$ cat config.mk
export PLATFORM = sky130hd
export DESIGN_NAME = fft_sdf_stage
export DESIGN_NICKNAME = d
export VERILOG_FILES = /design/src/rtl/fft_sdf_stage.sv
export SDC_FILE = /design/constraint.sdc
export NUM_CORES = 1
export LEC_CHECK = 0
export BUFFER_PORTS_ARGS = -buffer_cell sky130_fd_sc_hd__buf_4
export CORE_MARGIN = 1.5
export CORE_UTILIZATION = 35
export DETAILED_ROUTE_END_ITERATION = 10
export GPL_TIMING_DRIVEN = 0
export PLACE_DENSITY_LB_ADDON = 0.15
export SETUP_SLACK_MARGIN = 0.02
export SKIP_CTS_REPAIR_TIMING = 1
export SYNTH_ARGS = -nofsm -noshare
export SYNTH_HDL_FRONTEND = slang
export SYNTH_SLANG_ARGS = --single-unit
$ cat constraint.sdc
create_clock -name clk -period 3.3 [get_ports clk]
set_input_delay 0.66 -clock clk [delete_from_list [all_inputs] [get_ports clk]]
set_output_delay 0.66 -clock clk [all_outputs]
set_load 0.02 [all_outputs]
$ cat src/rtl/fft_sdf_stage.sv
// fft_sdf_stage: one radix-2 single-path delay-feedback (SDF) FFT stage.
// Each frame is 2*DELAY accepted samples. The first DELAY samples of a
// frame fill the feedback delay line and push out the previous frame's
// stored differences, which the downstream twiddle multiplier rotates.
// The last DELAY samples are butterflied against the delay-line head.
// The half-sum is emitted. The half-difference is stored for the next frame.
// Optional feature: define FFT_SDF_ROUND_EN to round the halved sums and
// differences, with positive saturation. The default build truncates.
//
// Handshake: there is no backpressure. in_valid qualifies in_data on the
// cycle it is high. All state advances only on accepted samples. out_valid
// qualifies out_data/tw_en/tw_idx exactly one cycle after acceptance.
module fft_sdf_stage #(
  parameter int DELAY = 4,
  parameter int TW_W  = 2
) (
  input  logic            clk,
  input  logic            rst,
  input  logic            in_valid,
  input  logic [23:0]     in_data,
  output logic            out_valid,
  output logic [23:0]     out_data,
  output logic            tw_en,
  output logic [TW_W-1:0] tw_idx
);

  localparam int CW = TW_W + 1;

  // Frame position. The top bit set means butterfly phase.
  logic [CW-1:0]   cnt;
  logic            primed;
  logic [23:0]     mem [DELAY];

  logic [TW_W-1:0] addr;
  logic            fill;
  logic [23:0]     head;

  assign addr = cnt[TW_W-1:0];
  assign fill = ~cnt[TW_W];
  assign head = mem[addr];

  // 13-bit full-precision sum and difference per component.
  logic signed [12:0] sum_re, sum_im, dif_re, dif_im;
  logic [11:0]        sum_re_h, sum_im_h, dif_re_h, dif_im_h;

  assign sum_re = {head[23], head[23:12]} + {in_data[23], in_data[23:12]};
  assign sum_im = {head[11], head[11:0]}  + {in_data[11], in_data[11:0]};
  assign dif_re = {head[23], head[23:12]} - {in_data[23], in_data[23:12]};
  assign dif_im = {head[11], head[11:0]}  - {in_data[11], in_data[11:0]};

`ifdef FFT_SDF_ROUND_EN
  // (s+1)>>>1 equals (s>>>1) plus the dropped LSB. Only s>>>1 == +2047
  // with the LSB set can overflow, and that case saturates to +2047.
  assign sum_re_h = (sum_re[12:1] == 12'h7FF && sum_re[0]) ? 12'h7FF
                  : sum_re[12:1] + {11'd0, sum_re[0]};
  assign sum_im_h = (sum_im[12:1] == 12'h7FF && sum_im[0]) ? 12'h7FF
                  : sum_im[12:1] + {11'd0, sum_im[0]};
  assign dif_re_h = (dif_re[12:1] == 12'h7FF && dif_re[0]) ? 12'h7FF
                  : dif_re[12:1] + {11'd0, dif_re[0]};
  assign dif_im_h = (dif_im[12:1] == 12'h7FF && dif_im[0]) ? 12'h7FF
                  : dif_im[12:1] + {11'd0, dif_im[0]};
`else
  // Plain arithmetic shift. A 13-bit value halved always fits in 12 bits.
  assign sum_re_h = sum_re[12:1];
  assign sum_im_h = sum_im[12:1];
  assign dif_re_h = dif_re[12:1];
  assign dif_im_h = dif_im[12:1];
  logic unused_lsbs;
  assign unused_lsbs = ^{sum_re[0], sum_im[0], dif_re[0], dif_im[0]};
`endif

  // Delay line: the slot for this frame position receives the raw sample
  // in the fill phase and the half-difference in the butterfly phase.
  // This line is never reset.
  always_ff @(posedge clk) begin
    if (!rst && in_valid) begin
      mem[addr] <= fill ? in_data : {dif_re_h, dif_im_h};
    end
  end

  // Frame counter, primed flag and registered outputs.
  always_ff @(posedge clk) begin
    if (rst) begin
      cnt       <= '0;
      primed    <= 1'b0;
      out_valid <= 1'b0;
      out_data  <= '0;
      tw_en     <= 1'b0;
      tw_idx    <= '0;
    end else if (in_valid) begin
      cnt <= cnt + 1'b1;
      if (&cnt) begin
        primed <= 1'b1;
      end
      if (fill) begin
        out_valid <= primed;
        out_data  <= head;
        tw_en     <= 1'b1;
        tw_idx    <= addr;
      end else begin
        out_valid <= 1'b1;
        out_data  <= {sum_re_h, sum_im_h};
        tw_en     <= 1'b0;
        tw_idx    <= '0;
      end
    end else begin
      out_valid <= 1'b0;
    end
  end

endmodule

==> results of run 1 <==
## flip-flops by register name, summed over array words and instances (netlist names), named ones only
register / count
out_data: 24
out_valid: 1
tw_en: 1
cnt: 3
tw_idx: 2
mem: 96
primed: 1
## Yosys cell counts (4+ instances only)
| master | n |
|---|---|
| a21o_1 | 5 |
| and3_1 | 4 |
| fa_1 | 4 |
| nand2_1 | 41 |
| a21oi_1 | 48 |
| o31ai_1 | 7 |
| a211oi_1 | 6 |
| o21bai_1 | 4 |
| nor2b_1 | 12 |
| o22ai_1 | 5 |
| nor3_1 | 10 |
| ha_1 | 55 |
| a2111oi_0 | 5 |
| a22oi_1 | 10 |
| inv_1 | 48 |
| o211ai_1 | 5 |
| xor2_1 | 7 |
| a31oi_1 | 5 |
| edfxtp_1 | 96 |
| mux2i_1 | 13 |
| nand4_1 | 4 |
| nand2b_1 | 10 |
| o21ai_0 | 30 |
| dfxtp_1 | 34 |
| mux4_2 | 24 |
| and2_1 | 6 |
| xnor2_1 | 23 |
| nor2_1 | 53 |
| clkbuf_1 | 30 |
| nand3_1 | 9 |
| o21a_1 | 4 |
| a311oi_1 | 5 |
## power by group through the flow
stage | logic, µW | registers, µW | clock network [µW]
after floorplan | 785 | 1920 | 0
after global placement | 1120 | 1890 | 0
after detailed placement | 1140 | 1900 | 0
after CTS | 1150 | 1860 | 2080
after global routing | 1380 | 1870 | 2160
final | 1260 | 1860 | 2060
## per-layer routing
layer,global-route usage (%),up-vias
met3,3.558,28
met1,27.84,2784
li1,-,2578
met5,0,-
met2,30.81,158
met4,6.436,0
## worst min-delay path by stage
| stage | slack [ns] | cells past startpoint | endpoint |
|---|---|---|---|
| after global routing | 0.48 | 2 | out_data[4]$_SDFFE_PP0P_ |
| after CTS | 0.45 | 2 | out_data[4]$_SDFFE_PP0P_ |
| after global placement | 0.44 | 2 | out_data[4]$_SDFFE_PP0P_ |
| after floorplan | 0.44 | 2 | primed$_SDFFE_PP0P_ |
| final | 0.45 | 2 | out_data[4]$_SDFFE_PP0P_ |
| after detailed placement | 0.45 | 2 | out_data[4]$_SDFFE_PP0P_ |
## worst max-delay path: stages (launching register included)
cell	delay, ns
dfxtp_1	0.32
buf_6	0.16
buf_12	0.18
mux4_2	0.58
ha_1	0.31
clkbuf_2	0.21
a21o_1	0.19
a21oi_1	0.23
nor2_1	0.07
a31o_2	0.24
a2111oi_4	0.42
## metrics by stage
step	setup TNS (ns)	worst slack [ns]	utilization, %	hold WS (ns)	power, µW
6_report	0	0.1645	43.56	0.4503	5183
5_1_grt	-0.03209	-0.008948	43.56	0.4781	5407
4_1_cts	-62.09	-1.259	42.38	0.4547	5089
3_5_place_dp	-60.06	-1.239	39.28	0.4457	3036
3_3_place_gp	-107.46	-1.122	39.10	0.4395	3018
2_1_floorplan	0	0.03014	-	0.4375	2704
## area by class of cell
cell class / instances / area, µm²
Fill cell: 1945 / 11790
Multi-Input combinational cell: 447 / 3757
Sequential cell: 130 / 3565
Clock buffer: 21 / 470.5
Timing Repair Buffer: 57 / 447.9
Tap cell: 275 / 344.1
Inverter: 48 / 180.2
Clock inverter: 11 / 177.7
Buffer: 28 / 157.7
## kinds of logic (layout without fill, tap and decap cells)
kind of cell / count (synthesis) / in the layout / share of synthesized area [%]
adders and majority gates: 59 / 59 / 10.36
and+or+nand+nor: 161 / 161 / 10.26
AOI/OAI and AO/OA: 160 / 160 / 14.33
muxes: 37 / 37 / 9.046
xor gates and xnor gates: 30 / 30 / 3.544
DFF: 130 / 130 / 48.07
buffers and inverters: 84 / 165 / 4.388
==> impl.org, run 1 <==
** Run status
- The run finished with clean final reports.

** Timing
- Max-slew violation total from the final report :: 0
- Setup skew after layout :: 0.008029 ns
- RSZ-0062 raised after global routing :: yes
- Final number of hold-violating endpoints :: 0
- Setup violations remaining at the end of the flow were counted as 0.
- Maximum operating frequency :: 0.3189 GHz
- The worst path uses 95.02% of the clock period.
- For the pin with the worst max-slew slack, the measured transition is 1.172 ns.
- The clock period could shrink to 3.136 ns.
- Measured against its own limit, the worst slew margin works out to 21.61%.

** Clock network
- TritonCTS built the clock tree.
- The later pin in the worst-skew pair is clocked with a latency of 0.43 ns.
- The H-tree generated during clock tree synthesis spans 4 levels.
- Clk sinks :: 130
- Clock transition at the register clock pins on the worst setup and hold paths after CTS :: 0.06 ns
- The number of clock buffers added by TritonCTS is 17.
- The clock passes through at most 2 buffers.
- The tree is rooted in a clkbuf_16.

** Yosys
- Area share of the largest cell type after synthesis :: 38.89%
- After synthesis, the mean cell area works out to 11.22 µm².
- Number of enable flip-flop cells after synthesis :: 96
- Sequential area share after synthesis :: 48.07%
- Counting flops with an async set or reset pin after synthesis yields a share of 0%.
- Post-synthesis instance area :: 7413 µm²
- When the netlist entered floorplanning its net count stood at 747.
- Ranking of synthesized cells by area :: edfxtp_1, ha_1, dfxtp_1, mux4_2, a21oi_1
- Flops & latches, synth :: 130
- During synthesis, Yosys emitted a total of 0 warnings.
- The most used flip-flop cell after synthesis is edfxtp_1.
- Synthesized netlist cell count :: 661
- Unique cell type count in the Yosys netlist :: 59
- Post-synthesis cell type with the largest combined area :: edfxtp_1

** Power and ir drop
- Proportion of power drawn by combinational gates :: 24.4%
- The analysis attributes to cell leakage a power of 0.003363 µW.
- Cell area power density :: 569.6 nW/µm²
- Switching part of the total power :: 29.09%
- Across the VDD grid, the largest voltage drop is 0.3851 mV.
- Cell internal power was estimated by the tool at 3675 µW.
- Share of power burned in registers :: 36.0%
- The share of total power dissipated in the clock network is 39.7%.
- Net switching power of the design :: 1508 µW

** Die
- Once the floorplan was initialized, standard cells occupied 35.49% of the core.
- # rows :: 53
- 55 I/O pins were placed.
- The die covers 22060 µm².
- Die height :: 148.5 µm
- Measured along the x axis, the die boundary spans 148.5 µm.
- Core Footprint :: 20890 µm²

** Routing
- DRC violations left :: 0
- Routed met2 length :: 10020 µm
- Top layer in use :: met4
- Sum of met3 wire segment lengths after detailed routing :: 900 µm
- Via total after detailed routing :: 5548
- Dividing the detail-routed via count by the number of cells gives 5.455.
- DR iter-0 viols :: 456
- Final WL :: 21530 µm
- First-pass DRT Iterations :: 5
- Wire per inst :: 21.17 µm
- Remaining number of nets flagged by the antenna check after routing :: 0
- For this block, wires on met1 add up to 10260 µm.

** Critical path
- Critical path fanouts, max :: 10
- Worst-case register-to-register setup slack :: 0.16 ns
- Crit path DAT :: 3.33 ns
- Worst reg2reg endpoint :: mem[2][10]$_DFFE_PP_
- The critical path ends at mem[2][10]$_DFFE_PP_.
- Data on the critical path is required at its endpoint by 3.50 ns.
- The critical path is of the register to register type.
- The worst setup path is launched from a register.
- Number of cells on the worst reg-to-reg path :: 10
- The worst setup path is captured at a register.

** Global route
- Remaining global-route overflow :: 0
- The number of global-route vias before repair is 5475.
- Entering global routing, the biggest net connects 25 pins.
- Global router's overall resource usage :: 19.76%
- First-pass GRT wire length :: 31900 µm
- The initial antenna violation count came to 0.

** Finish
- Most used cells in the layout excluding fill and tap cells :: edfxtp_1, buf_4, nor2_1
- Once layout is complete, the cells apart from fillers number 1017.
- 0 antenna diodes ended up in the layout.
- # nets final :: 815
- Finished layout cell area :: 9100 µm²
- Share of cells above drive strength 1 :: 22.10%
- Most common cell after layout, fill and taps aside :: edfxtp_1
- Synthesis-to-layout area growth :: 22.75%

** Hold path
- Hold wc startpoint :: out_data[4]$_SDFFE_PP0P_
- Worst Hold Class :: register to register

** Run
- Max_cap viols :: 0

** Placement
- After detailed placement, the total cell area comes to 8205 µm².
- Once placement completed, the tool counted placed cells totaling 991.
- Buffers placed on the I/O ports in this run total 54.
- Post-detailed-placement half-perimeter wirelength :: 14780 µm
- The congestion estimate from routability-driven global placement came to 0.8683.
Note: power is estimated with default switching activity, not from simulation.
==> run 2: changes to the inputs <==
Settings changed: REMOVE_ABC_BUFFERS set to 1, SLEW_MARGIN set to 20.
==> run 2 against run 1 <==
Clock power down 3%. Largest power group unchanged. Critical endpoint is now mem[1][11]$_DFFE_PP_. Die area stayed put. Global-route usage shrank 1.7 points. Register-to-register slack got worse by 0.06 ns. Critical path depth grew 1.
==> impl.org, run 2 (same netlist as run 1, synthesis figures left out) <==
** Routing
- DRC violations left :: 0 (unchanged)
- The final routed wire length divided by cell count was 19.21 µm (was 21.17 µm).
- The total wire length came to 19400 µm (was 21530 µm).
- First-pass DRT Iterations :: 5 (unchanged)
- The total via count in the routed design was 5381 (was 5548).
- Vias per cell :: 5.328 (was 5.455)
- The starting DRC count in detailed routing was 347 (was 456).
- Remaining number of nets flagged by the antenna check after routing :: 0 (unchanged)

** Timing
- Post-layout minimum cycle time :: 3.199 ns (was 3.136 ns)
- Final number of hold-violating endpoints :: 0 (unchanged)
- The transition at the pin with the smallest max-transition slack is 1.100 ns (was 1.172 ns).
- The number of setup violations in the final report was 0 (unchanged).
- The worst-case clock skew came to 0.005777 ns (was 0.008029 ns).
- The fmax is 0.3126 GHz (was 0.3189 GHz).
- The final max-slew violation count was 0 (unchanged).
- The worst relative slew slack is 26.40% (was 21.61%).
- The post-route clock period utilization was 96.95% (was 95.02%).

** Power and ir drop
- Cell area power density :: 558.1 nW/µm² (was 569.6 nW/µm²)
- Peak supply drop :: 0.3792 mV (was 0.3851 mV)
- The sum of internal, switching and leakage power came to 5114 µW (was 5183 µW).
- LEAKAGE :: 0.003430 µW (was 0.003363 µW)

** Die
- The overall die width came to 148.5 µm (unchanged).
- Total Die Area :: 22060 µm² (unchanged)
- The initial core utilization was 35.49% (unchanged).
- IO Pins :: 55 (unchanged)
- The number of standard-cell rows in the floorplan came to 53 (unchanged).
- Core Footprint :: 20890 µm² (unchanged)
- Die height :: 148.5 µm (unchanged)

** Placement
- Gpl congestion :: 0.8380 (was 0.8683)
- The count of buffers inserted at the top-level ports was 54 (unchanged).
- Placed cell areas :: 8205 µm² (unchanged)
- The placed wire-length estimate is 13370 µm (was 14780 µm).

** Finish
- The area overhead of the layout relative to synthesis was 23.61% (was 22.75%).
- ANT cells :: 0 (unchanged)
- The leading cell type in the layout, fill and taps excluded was edfxtp_1 (unchanged).
- Most used cells in the layout excluding fill and tap cells: edfxtp_1, buf_4, nor2_1, ha_1 (was edfxtp_1, buf_4, nor2_1).
- Registers with the highest flip-flop counts :: mem (96), out_data (24), cnt (3) (unchanged)
- Register name with the most flops :: mem (unchanged)
- # nets final :: 809 (was 815)
- The cell area after layout is 9164 µm² (was 9100 µm²).
- Register Area :: 3575 µm² (was 3565 µm²)
- The number of flip-flops under the largest register name was 96 (unchanged).
- Layout filler cell count :: 1982 (was 1945)
- The footprint of the multi-input gates came to 3702 µm² (was 3757 µm²).
- The share of post-route cells with drive strength above 1 is 23.40% (was 22.10%).

** Clock network
- The clock latency on the worst-skew pair came to 0.41 ns (was 0.43 ns).
- The count of H-tree levels built during CTS came to 4 (unchanged).
- CTS Root Buffer Type :: clkbuf_16 (unchanged)
- Maximum root-to-sink buffer count :: 2 (unchanged)
- Clock buffers created by TritonCTS :: 17 (unchanged)
- The total number of clock tree sinks was 130 (unchanged).
- Clock tree from TritonCTS :: yes (unchanged)
- The clock-pin transition on the worst setup and hold timing paths came to 0.06 ns (about the same).

** Hold path
- Worst Hold Class :: register to register (unchanged)
- The end of the worst hold path was out_data[4]$_SDFFE_PP0P_ (unchanged).
- The startpoint of the tightest hold check path is out_data[4]$_SDFFE_PP0P_ (unchanged).
- Cells on Worst Hold Path :: 2 (unchanged)

** Global route
- The met2 track demand over resource came to 29.26% (was 30.81%).
- Number of antenna violations at the first check in global routing :: 0 (unchanged)
- The wire length of the first global-routing pass came to 30130 µm (was 31900 µm).
- The leftover overflow at the end of global routing was 0 (unchanged).
- Vias in the first global route :: 5346 (was 5475)
- The largest net degree at the start of global routing came to 49 (was 25).
- The busiest layer in global routing is met2 (unchanged).
- The global routing met3 resource utilization was 3.558% (unchanged).
- GR Util met1 :: 24.45% (was 27.84%)
- The global router's overall resource usage is 18.06% (was 19.76%).

** Critical path
- The worst setup slack for register-to-register paths was 0.10 ns (was 0.16 ns).
- The endpoint of the most critical register-to-register path is mem[1][11]$_DFFE_PP_ (was mem[2][10]$_DFFE_PP_).
- Element type at the critical path start :: register (unchanged)
- Kind of capture point of the worst setup path :: register (unchanged)
- The type of the worst setup path was register to register (unchanged).
- The required time reported for the critical path endpoint is 3.56 ns (was 3.50 ns).
- Crit path DAT :: 3.45 ns (was 3.33 ns)
- Critical path fanouts, max :: 5 (was 10)
- Number of cells on the worst reg-to-reg path :: 11 (was 10)

** Run
- The reported max-cap violation count is 0 (unchanged).

** Run status
- Result of the run :: completed (unchanged)
## run 2: cell count changes in the layout (fill, tap and decap cells not counted), sizes merged
cell    change
clkinv      -1
clkbuf     -19
buf        +13
## run 2: worst max-delay path by stage
stage          cells past startpoint              endpoint  slack, ns      from
2_1_floorplan                      9  mem[0][10]$_DFFE_PP_      -0.52  register
3_3_place_gp                       8  mem[2][10]$_DFFE_PP_      -1.70  register
3_5_place_dp                       9  mem[2][10]$_DFFE_PP_      -0.80  register
4_1_cts                            9  mem[0][10]$_DFFE_PP_      -0.83  register
5_1_grt                           11  mem[1][11]$_DFFE_PP_     -0.008  register
6_report                          11  mem[1][11]$_DFFE_PP_       0.10  register
## run 2: metal layers
layer / routed length (µm) / share of wire [%] / vias to the layer above
met3: 957 / 4.9 / 18
met2: 9267 / 48 / 115
li1: - / - / 2569
met4: 266 / 1.4 / 0
met1: 8909 / 46 / 2679
met5: 0 / 0 / -
## run 2: final cells by class
class,instances,share of cell area [%]
Multi-Input combinational cell,447,40.40
Sequential cell,130,39.01
Timing Repair Buffer,79,8.028
Clock buffer,21,5.134
Tap cell,275,3.755
Inverter,48,1.966
Clock inverter,10,1.707
## run 2: where the power goes
| part | total (µW) | internal [µW] | switching [µW] |
|---|---|---|---|
| Combinational | 1250 | 536 | 713 |
| Sequential | 1860 | 1830 | 35.0 |
| Clock | 2000 | 1310 | 686 |
## run 2: stage by stage
step           setup slack, ns  std cells  setup TNS, ns  utilization, %  hold slack, ns
3_5_place_dp           -0.8026        961         -10.82           39.28          0.4497
3_3_place_gp            -1.703        954        -136.39           38.38          0.4431
2_1_floorplan          -0.5157        625         -16.34               -          0.4375
4_1_cts                -0.8254        992         -11.45           42.28          0.4594
6_report                0.1006       1010              0           43.87          0.4601
5_1_grt              -0.008301       1010       -0.05048           43.87          0.4627
## run 2: critical path, stage by stage (launching register included)
cell	delay, ns
dfxtp_4	0.41
clkbuf_4	0.20
mux4_2	0.59
nor2b_4	0.20
fa_2	0.24
nor2b_1	0.05
o21a_1	0.20
o21ai_2	0.21
and2_4	0.21
o31ai_4	0.08
a2111oi_1	0.41
a221o_1	0.23
==> run 3: changes to the inputs <==
Settings changed: CTS_BUF_LIST set to sky130_fd_sc_hd__clkbuf_8.
==> run 3 against run 2 <==
Combinational power is essentially flat. Critical path depth is the same. Cell count shrank 0.50%. Clock-buffer cell count shrank 1. Final area shrank 2.7%. Core utilization shrank 1.2 points. Sequential power is essentially flat. Setup slack gained 0.018 ns. Sequential cell count is the same. Critical path type unchanged.
==> impl.org, run 3 (same netlist as run 1, synthesis figures left out) <==
** Power and ir drop
- The combinational power share came to 26.8% (was 24.4%).
- The clock share of power is 32.5% (was 39.1%).
- LEAKAGE :: 0.003317 µW (was 0.003430 µW)
- The total power divided by cell area came to 514.8 nW/µm² (was 558.1 nW/µm²).
- The sum of internal, switching and leakage power came to 4589 µW (was 5114 µW).
- Share of power burned in registers :: 40.7% (was 36.5%)
- The switching fraction of total power came to 29.78% (was 28.04%).
- The highest ir drop seen on vdd came to 0.3024 mV (was 0.3792 mV).
- Power Internal :: 3223 µW (was 3680 µW)
- The net switching power was 1366 µW (was 1434 µW).

** Finish
- Most used cells in the layout excluding fill and tap cells: edfxtp_1, buf_4, nor2_1, ha_1, inv_1 (was edfxtp_1, buf_4, nor2_1, ha_1).
- The number of flip-flops under the largest register name was 96 (unchanged).
- Share of cells above drive strength 1 :: 22.60% (was 23.40%)
- Registers with the highest flip-flop counts: mem (96), out_data (24), cnt (3) (unchanged).
- The number of antenna repair diodes was 0 (unchanged).
- Layout filler cell count :: 2009 (was 1982)
- The register name with the most flops is mem (unchanged).
- Synthesis-to-layout area growth :: 20.24% (was 23.61%)
- The leading cell type in the layout, fill and taps excluded is edfxtp_1 (unchanged).
- The number of nets in the layout is 804 (was 809).

** Clock network
- The count of H-tree levels built during CTS is 4 (unchanged).
- The CTS tree is yes (unchanged).
- The CTS root buffer is clkbuf_8 (was clkbuf_16).
- Clock buffers created by TritonCTS :: 17 (unchanged)
- Clk sinks :: 130 (unchanged)
- Clock transition at the register clock pins on the worst setup and hold paths after CTS :: 0.07 ns (was 0.06 ns)
- Worst-Skew Late Latency :: 0.44 ns (was 0.41 ns)
- Maximum root-to-sink buffer count :: 2 (unchanged)

** Routing
- The remaining design rule violation count was 0 (unchanged).
- The average vias per placed instance was 5.334 (was 5.328).
- First-pass DRT Iterations :: 5 (unchanged)
- DR iter-0 viols :: 409 (was 347)
- Final WL :: 19380 µm (was 19400 µm)
- Via total after detailed routing :: 5361 (was 5381)
- The number of nets with antenna violations after routing was 0 (unchanged).
- Wire per inst :: 19.28 µm (was 19.21 µm)

** Die
- The number of standard-cell rows in the floorplan came to 53 (unchanged).
- Initial standard-cell utilization of the core :: 35.49% (unchanged)
- IO Pins :: 55 (unchanged)
- The area of the die was 22060 µm² (unchanged).
- Die Span X :: 148.5 µm (unchanged)
- The core area is 20890 µm² (unchanged).
- The die extent in y came to 148.5 µm (unchanged).

** Global route
- First-pass GRT wire length :: 30150 µm (was 30130 µm)
- Maximum number of pins on one net before global-route repair :: 49 (unchanged)
- The number of global-route vias before repair is 5351 (was 5346).
- The global router's overall resource usage came to 18.06% (about the same).
- Number of antenna violations at the first check in global routing :: 0 (unchanged)
- The leftover overflow at the end of global routing came to 0 (unchanged).

** Timing
- RSZ-0062 raised after global routing :: yes
- Setup skew after layout :: 0.009729 ns (was 0.005777 ns)
- Maximum operating frequency :: 0.3144 GHz (was 0.3126 GHz)
- Final setup violation count :: 0 (unchanged)
- The final max-slew violation count is 0 (unchanged).
- Worst max-slew margin expressed relative to the limit :: 24.87% (was 26.40%)
- Final number of hold-violating endpoints :: 0 (unchanged)
- The post-route clock period utilization was 96.39% (was 96.95%).
- The setup slack after layout came to 0.1190 ns (was 0.1006 ns).
- Worst Tran Pin Value :: 1.123 ns (was 1.100 ns)
- The final critical-path required period came to 3.181 ns (was 3.199 ns).

** Hold path
- The end of the worst hold path was out_data[4]$_SDFFE_PP0P_ (unchanged).
- Cells on Worst Hold Path :: 2 (unchanged)
- The startpoint of the tightest hold check path is out_data[4]$_SDFFE_PP0P_ (unchanged).
- Worst Hold Class :: register to register (unchanged)

** Critical path
- Worst reg2reg endpoint :: mem[1][11]$_DFFE_PP_ (unchanged)
- The type of the worst setup path is register to register (unchanged).
- Crit path DAT :: 3.47 ns (was 3.45 ns)
- The maximum fanout along the worst path came to 6 (was 5).
- The worst setup slack for register-to-register paths is 0.12 ns (was 0.10 ns).
- Number of cells on the worst reg-to-reg path :: 11 (unchanged)
- The kind of start point of the critical path was a register (unchanged).
- The kind of end point of the critical path is a register (unchanged).
- The required time reported for the critical path endpoint came to 3.59 ns (was 3.56 ns).

** Placement
- Post-detailed-placement half-perimeter wirelength :: 13370 µm (unchanged)
- Gpl congestion :: 0.8380 (unchanged)
- The worst-case setup slack after placement was -0.8026 ns (unchanged).
- Quantity of I/O buffers inserted on ports :: 54 (unchanged)

** Run
- Max_cap viols :: 0 (unchanged)

** Run status
- Result of the run: completed (unchanged).
-- run 3: area by class of cell --
| class | count | area [µm²] | share of cell area (%) |
|---|---|---|---|
| clock buffers | 20 | 275.3 | 3.088 |
| clock inverters | 11 | 160.2 | 1.797 |
| inverters | 48 | 180.2 | 2.021 |
| multi-input cells | 447 | 3694 | 41.44 |
| flip-flops and latches | 130 | 3575 | 40.10 |
| well taps | 275 | 344.1 | 3.860 |
| repair buffers | 74 | 685.7 | 7.692 |
-- run 3: layer usage --
layer	global-route usage (%)	vias up	wire length, µm
met5	0	-	0
met4	5.248	0	286
met1	24.73	2684	9179
li1	-	2552	-
met3	3.558	18	771
met2	29.05	107	9142
-- run 3: stage by stage --
step           hold WS, ns  cells  area (µm²)  util [%]  TNS (ns)
3_5_place_dp        0.4497    961        8205     39.28    -10.82
3_3_place_gp        0.4431    954        8018     38.38   -136.39
2_1_floorplan       0.4375    625        7268         -    -16.34
5_1_grt             0.4660   1005        8914     42.67   -0.1248
6_report            0.4626   1005        8914     42.67         0
4_1_cts             0.4620    992        8641     41.37    -11.35
-- run 3: how the worst max path moves through the flow --
stage	from	end	slack, ns
after floorplan	register	mem[0][10]$_DFFE_PP_	-0.52
after CTS	register	mem[0][10]$_DFFE_PP_	-0.82
after global placement	register	mem[2][10]$_DFFE_PP_	-1.70
after global routing	register	mem[2][11]$_DFFE_PP_	-0.02
after detailed placement	register	mem[2][10]$_DFFE_PP_	-0.80
final	register	mem[1][11]$_DFFE_PP_	0.12
-- run 3: power by group through the flow --
| stage | logic, µW | clock network, µW | registers [µW] |
|---|---|---|---|
| floorplan | 746 | 0 | 1940 |
| global placement | 1050 | 0 | 1930 |
| detailed placement | 1120 | 0 | 1910 |
| CTS | 1130 | 1530 | 1870 |
| global route | 1350 | 1610 | 1870 |
| finish | 1230 | 1490 | 1870 |
-- run 3: critical path: stages, from the launching register on --
cell and delay, ns:
dfxtp_4 0.41, clkbuf_4 0.19, mux4_2 0.59, nor2b_4 0.20, fa_1 0.24, nor2b_1 0.06
o21a_1 0.21, o21ai_2 0.20, and2_4 0.20, o31ai_4 0.08, a2111oi_1 0.40, a221o_1 0.23
